## config.mk

```make
export PLATFORM = sky130hd
export DESIGN_NAME = grant_beat_deserializer
export DESIGN_NICKNAME = d
export VERILOG_FILES = /design/src/rtl/grant_pkg.sv /design/src/rtl/grant_beat_counter.sv /design/src/rtl/grant_beat_deserializer.sv
export SDC_FILE = /design/constraint.sdc
export NUM_CORES = 1
export LEC_CHECK = 0
export BUFFER_PORTS_ARGS = -buffer_cell sky130_fd_sc_hd__buf_4
export CAP_MARGIN = 20
export CORE_AREA = 2 2 259 261
export CTS_CLUSTER_SIZE = 28
export DETAILED_ROUTE_END_ITERATION = 8
export DIE_AREA = 0 0 261 263
export GPL_TIMING_DRIVEN = 0
export SYNTH_ARGS = -nofsm -noshare
export SYNTH_HDL_FRONTEND = slang
export SYNTH_SLANG_ARGS = --single-unit
```

## constraint.sdc

```tcl
create_clock -name clk -period 15.4 [get_ports clk]
set_input_delay 0.77 -clock clk [delete_from_list [all_inputs] [get_ports clk]]
set_output_delay 0.77 -clock clk [all_outputs]
set_load 0.02 [all_outputs]
```

## src/rtl/grant_pkg.sv

```systemverilog
// Shared grant definitions for the grant beat deserializer.
// Holds the grant type encodings, beat geometry, the deserializer FSM state
// type and the multi-beat classification helper.
package grant_pkg;

    localparam int BEATS  = 4;
    localparam int BEAT_W = 128;

    // Non-builtin grant types
    localparam logic [3:0] GNT_SHARED         = 4'h0;
    localparam logic [3:0] GNT_EXCLUSIVE      = 4'h1;
    localparam logic [3:0] GNT_EXCLUSIVE_ACK  = 4'h2;
    // Builtin grant types
    localparam logic [3:0] GNT_GET_DATA_BEAT  = 4'h3;
    localparam logic [3:0] GNT_GET_DATA_BLOCK = 4'h4;

    typedef enum logic [1:0] {
        IDLE    = 2'd0,
        COLLECT = 2'd1,
        OUTPUT  = 2'd2
    } state_t;

    // True when the grant carries a full cache line (BEATS beats).
    function automatic logic grant_is_multibeat(input logic builtin, input logic [3:0] g_type);
        if (builtin)
            return g_type == GNT_GET_DATA_BLOCK;
        else
            return (g_type == GNT_SHARED) || (g_type == GNT_EXCLUSIVE);
    endfunction

endpackage

```

## src/rtl/grant_beat_counter.sv

```systemverilog
// Two-bit wrapping beat counter.
// Ports:
//   clk, reset : clock, asynchronous active-high reset
//   inc        : advance by one (wraps 3 -> 0)
//   clear      : force to zero (has priority over inc)
//   cnt        : current count
//   last       : cnt == 3, i.e. the next accepted beat completes the line
module grant_beat_counter (
    input  logic       clk,
    input  logic       reset,
    input  logic       inc,
    input  logic       clear,
    output logic [1:0] cnt,
    output logic       last
);

    always_ff @(posedge clk or posedge reset) begin
        if (reset)
            cnt <= 2'd0;
        else if (clear)
            cnt <= 2'd0;
        else if (inc)
            cnt <= cnt + 2'd1;
    end

    assign last = (cnt == 2'd3);

endmodule

```

## src/rtl/grant_beat_deserializer.sv

```systemverilog
// Reassembles 128-bit grant beats into one 512-bit cache-line grant.
// Multi-beat grants collect four beats; single-beat and data-less grants
// produce an output record straight from the first beat.
// Ports:
//   clk, reset            : clock, asynchronous active-high reset
//   io_in_*               : beat stream (valid/ready handshake)
//   io_out_*              : assembled grant (valid/ready handshake),
//                           header from the first beat, lane k of data
//                           is bits [128k+127:128k]
//   io_busy               : FSM not idle
//   io_err                : sticky protocol error, present only when
//                           GRANT_DESER_CHECK_EN is defined
// Optional feature macro: GRANT_DESER_CHECK_EN
module grant_beat_deserializer #(
    parameter int BEATS  = grant_pkg::BEATS,
    parameter int BEAT_W = grant_pkg::BEAT_W
) (
    input  logic                    clk,
    input  logic                    reset,
    input  logic                    io_in_valid,
    output logic                    io_in_ready,
    input  logic [1:0]              io_in_bits_addr_beat,
    input  logic [1:0]              io_in_bits_client_xact_id,
    input  logic [3:0]              io_in_bits_manager_xact_id,
    input  logic                    io_in_bits_is_builtin_type,
    input  logic [3:0]              io_in_bits_g_type,
    input  logic [BEAT_W-1:0]       io_in_bits_data,
    output logic                    io_out_valid,
    input  logic                    io_out_ready,
    output logic [1:0]              io_out_bits_client_xact_id,
    output logic [3:0]              io_out_bits_manager_xact_id,
    output logic                    io_out_bits_is_builtin_type,
    output logic [3:0]              io_out_bits_g_type,
    output logic [BEATS*BEAT_W-1:0] io_out_bits_data,
    output logic                    io_out_bits_has_data,
    output logic                    io_busy
`ifdef GRANT_DESER_CHECK_EN
    ,
    output logic                    io_err
`endif
);

    import grant_pkg::*;

    state_t                        state;
    logic [BEATS-1:0][BEAT_W-1:0]  lanes;
    logic [1:0]                    cnt;
    logic                          cnt_last;
    logic                          in_fire;
    logic                          out_fire;
    logic                          first_multi;
    logic                          first_single;
    logic                          cnt_inc;

    assign io_in_ready  = (state != OUTPUT);
    assign in_fire      = io_in_valid && io_in_ready;
    assign out_fire     = io_out_valid && io_out_ready;
    assign first_multi  = grant_is_multibeat(io_in_bits_is_builtin_type, io_in_bits_g_type);
    assign first_single = io_in_bits_is_builtin_type && (io_in_bits_g_type == GNT_GET_DATA_BEAT);

    // The first beat of a multi-beat grant counts as beat 0, so it moves cnt to 1.
    assign cnt_inc = in_fire && (((state == IDLE) && first_multi) || (state == COLLECT));

    grant_beat_counter u_cnt (
        .clk   (clk),
        .reset (reset),
        .inc   (cnt_inc),
        .clear (out_fire),
        .cnt   (cnt),
        .last  (cnt_last)
    );

    always_ff @(posedge clk or posedge reset) begin
        if (reset) begin
            state                       <= IDLE;
            io_out_valid                <= 1'b0;
            io_busy                     <= 1'b0;
            io_out_bits_client_xact_id  <= '0;
            io_out_bits_manager_xact_id <= '0;
            io_out_bits_is_builtin_type <= 1'b0;
            io_out_bits_g_type          <= '0;
            io_out_bits_has_data        <= 1'b0;
            lanes                       <= '0;
        end else begin
            case (state)
                IDLE: begin
                    if (in_fire) begin
                        io_out_bits_client_xact_id  <= io_in_bits_client_xact_id;
                        io_out_bits_manager_xact_id <= io_in_bits_manager_xact_id;
                        io_out_bits_is_builtin_type <= io_in_bits_is_builtin_type;
                        io_out_bits_g_type          <= io_in_bits_g_type;
                        io_out_bits_has_data        <= first_multi || first_single;
                        // Fresh line: stale lanes from the previous grant are cleared,
                        // and a data-less grant leaves every lane zero.
                        for (int k = 0; k < BEATS; k++)
                            lanes[k] <= ((k == int'(io_in_bits_addr_beat)) && (first_multi || first_single))
                                        ? io_in_bits_data : '0;
                        io_busy <= 1'b1;
                        if (first_multi) begin
                            state <= COLLECT;
                        end else begin
                            state        <= OUTPUT;
                            io_out_valid <= 1'b1;
                        end
                    end
                end
                COLLECT: begin
                    if (in_fire) begin
                        lanes[io_in_bits_addr_beat] <= io_in_bits_data;
                        if (cnt_last) begin
                            state        <= OUTPUT;
                            io_out_valid <= 1'b1;
                        end
                    end
                end
                OUTPUT: begin
                    if (out_fire) begin
                        state        <= IDLE;
                        io_out_valid <= 1'b0;
                        io_busy      <= 1'b0;
                    end
                end
                default: begin
                    state        <= IDLE;
                    io_out_valid <= 1'b0;
                    io_busy      <= 1'b0;
                end
            endcase
        end
    end

    assign io_out_bits_data = lanes;

`ifdef GRANT_DESER_CHECK_EN
    // Follow-on beats must arrive in order and belong to the captured transaction.
    always_ff @(posedge clk or posedge reset) begin
        if (reset)
            io_err <= 1'b0;
        else if ((state == COLLECT) && in_fire &&
                 ((io_in_bits_addr_beat != cnt) ||
                  (io_in_bits_client_xact_id != io_out_bits_client_xact_id) ||
                  (io_in_bits_manager_xact_id != io_out_bits_manager_xact_id)))
            io_err <= 1'b1;
    end
`endif

endmodule

```

==> results by group <==
Status
  – Status: complete, no violations

GRT
  – First-pass GRT wire length: 106,000 um
  – Initial antenna violation count: 1
  – Largest net degree at the start of global routing: 46
  – Grt total ovfl: 0
  – GR Util All Layers: 20.3%
  – Number of global-route vias before repair: 15,300

Finish
  – Layout area overhead: 44.3%
  – Most frequent cells in the layout: 675 x buf_4, 530 x dfrtp_1, 512 x a22o_1
  – Most common cell after layout, fill and taps aside: buf_4
  – Final nets: 2,116
  – Final std cells w/o fill: 2,879
  – Ant. Diodes: 0
  – Share of cells above drive strength 1: 42.9%
  – Post-route cell area: 27,600 um^2

Die
  – Core area: 65,600 um^2
  – IO Pins: 672
  – Overall die height: 263 um
  – Row count: 94
  – Die area: 68,600 um^2
  – Starting Density: 29.1%
  – Die Width: 261 um

Timing
  – Final min period: 2570 ps
  – TNS Setup: 0 ps
  – Setup violators final: 0
  – Period utilization: 16.7%
  – Hold Vio Cnt, Final: 0
  – Slew HR: 45.0%
  – Worst-margin pin slew: 825 ps
  – RSZ-0062 raised after global routing: no
  – Final worst slack: 12,830 ps
  – Fmax achieved: 389 MHz
  – Clock skew: 25.4 ps
  – Final slew viol count: 0

Power
  – Pleak: 14.2 nW
  – P per Cell Area: 115 nW/um^2
  – Power Total: 3.16 mW
  – Max IR drop VDD: 0.0851 mV

Worst setup path
  – Critical path's slowest cell: clkbuf_1
  – CP Max Fanout: 10
  – CP endpoint kind: flip-flop
  – Critical Path RT: 15,930 ps
  – Family with the most delay on the worst path: buffers and inverters
  – CP Data Arrival Time: 3100 ps
  – CP most frequent cell: clkbuf_1
  – Crit Path Class: reg2reg
  – Buf/Inv on CP: 3
  – CP peak stage delay: 630 ps
  – CP startpoint kind: flip-flop
  – Critical path, cell by cell: nor2b_2 > o21ai_1 > clkbuf_1 > buf_8 > clkbuf_1 > a22o_1

Placed design
  – Detailed Place HPWL: 54,200 um
  – Placed Cells incl. Taps: 2,775
  – GPL Wtd Cong: 0.875
  – DP Worst Slack: 12,290 ps
  – # port buffers: 671
  – Dpl cell area: 25,600 um^2

Synthesis
  – Synthesis warning total: 0
  – Post-synth cell types: 33
  – Post-synthesis net count: 1,370
  – Post-synth top area cell: dfrtp_1
  – Syn_area_per_cell: 15.6 um^2
  – Sequential-to-total area share from yosys stat: 69.4%
  – Area of the mapped netlist: 19,100 um^2
  – Seq cells post-synth: 530
  – Synth top area share: 69.4%
  – Area contributors post-synth: dfrtp_1 69%, a22o_1 23%, buf_6 3.1%
  – Synth Instances: 1,224

Routing
  – Drt drc: 0
  – DRT Pass-1 Iters: 5
  – Via count: 14,800
  – WL per Instance: 25.0 um
  – 1st-iter DRT viols: 1,225
  – Routed WL: 71,900 um
  – Vias per std cell: 5.13
  – Post-route ant nets: 0

CTS
  – H-tree Lvls: 2
  – Root Buffer Master: clkbuf_16
  – Cts hold-fix bufs: 0
  – Setup bufs post-CTS: 0
  – Post-CTS sizing: 0
  – Clk slew on worst S/H paths: 60 ps
  – Clock latency on the worst-skew pair: 610 ps
  – Clock Sinks: 530
  – CTS Buf Count: 57
  – CTS tree: done
  – Max Root-Sink Buffers: 3

Min path
  – Hold WC Path Type: in2async

Flow run
  – Max Cap Viol: 0
worst register-to-register path, delay by kind of cell, from the launching register on:
| family | cells | cell delay (ps) |
|---|---|---|
| compound gates | 2 | 470 |
| buf+inv | 3 | 1440 |
| flops | 1 | 470 |
| simple gates | 1 | 130 |
logic make-up after synthesis:
logic type | Yosys count | synth area share [%]
compound gates | 538 | 24.6
flops | 530 | 69.4
buf+inv | 118 | 4.45
simple gates | 25 | 0.780
mux | 12 | 0.701
fa+ha+maj | 1 | 0.0655
registers in the layout, indices dropped and copies added, names as in the netlist:
signal / flops
io_busy: 1
io_out_bits_is_builtin_type: 1
io_out_bits_data: 512
io_out_bits_g_type: 4
io_out_bits_client_xact_id: 2
io_out_bits_manager_xact_id: 4
u_cnt.cnt: 2
io_out_valid: 1
io_out_bits_has_data: 1
state: 2
cells in the mapped netlist:
cell      number
o21ai_1        4
ha_1           1
o31ai_1        1
nand2_1        9
a211o_1        1
o21ai_0        4
nand2b_1       2
buf_6         52
buf_4          4
inv_1          4
and4b_1        1
a22o_1       512
a21oi_1        4
nor2b_2        1
clkbuf_1      57
dfrtp_1      530
and2_1         1
o41ai_1        1
buf_2          1
nor2_1         4
mux2_2        11
and4bb_4       1
nor2b_1        2
and3_1         1
nor3_1         1
o21a_1         1
o211ai_1       1
nor3_4         1
o311ai_2       4
or3_1          1
mux2i_1        1
o22ai_1        1
a21oi_2        4
per-layer routing:
layer	part of all wire, %	GRT usage [%]	vias to the layer above
li1	-	-	6277
met1	40	25.8	7716
met2	49	34.0	674
met3	7.5	4.91	107
met4	3.3	6.45	0
met5	0	0	-
report_power, final:
part,switching (mW),internal (mW),total (mW)
registers,0.0238,1.43,1.45
clock network,0.584,0.880,1.46
logic,0.140,0.103,0.243
worst paths after layout:
path / start / to / slack [ps] / depth (start not counted)
setup / recovery: state[1] / io_out_bits_data[417] / 12830 / 6
hold / removal: reset / io_out_bits_data[48] / 200 / 2
setup reg to reg: state[1] / io_out_bits_data[417] / 12830 / 6
hold reg to reg: io_out_bits_data[479] / io_out_bits_data[479] / 500 / 1
max in group asynchronous: reset / io_out_bits_data[5] / 13400 / 7
min in group clk: io_in_bits_g_type[3] / io_out_bits_has_data / 390 / 2
metrics by stage:
step / hold slack (ps) / util (%)
floorplan: 505 / -
global placement: 489 / 38.4
detailed placement: 492 / 38.9
CTS: 167 / 42.0
global route: 197 / 42.0
finish: 203 / 42.0
area by class of cell:
type,count,area (um^2)
fillers,6047,38100
flip-flops and latches,530,13300
repair buffers,687,5370
multi-input cells,576,4990
clock buffers,81,1690
well taps,864,1080
plain buffers,114,836
clock inverters,23,325
inverters,4,18.8
Note: power is estimated with default switching activity, not from simulation.
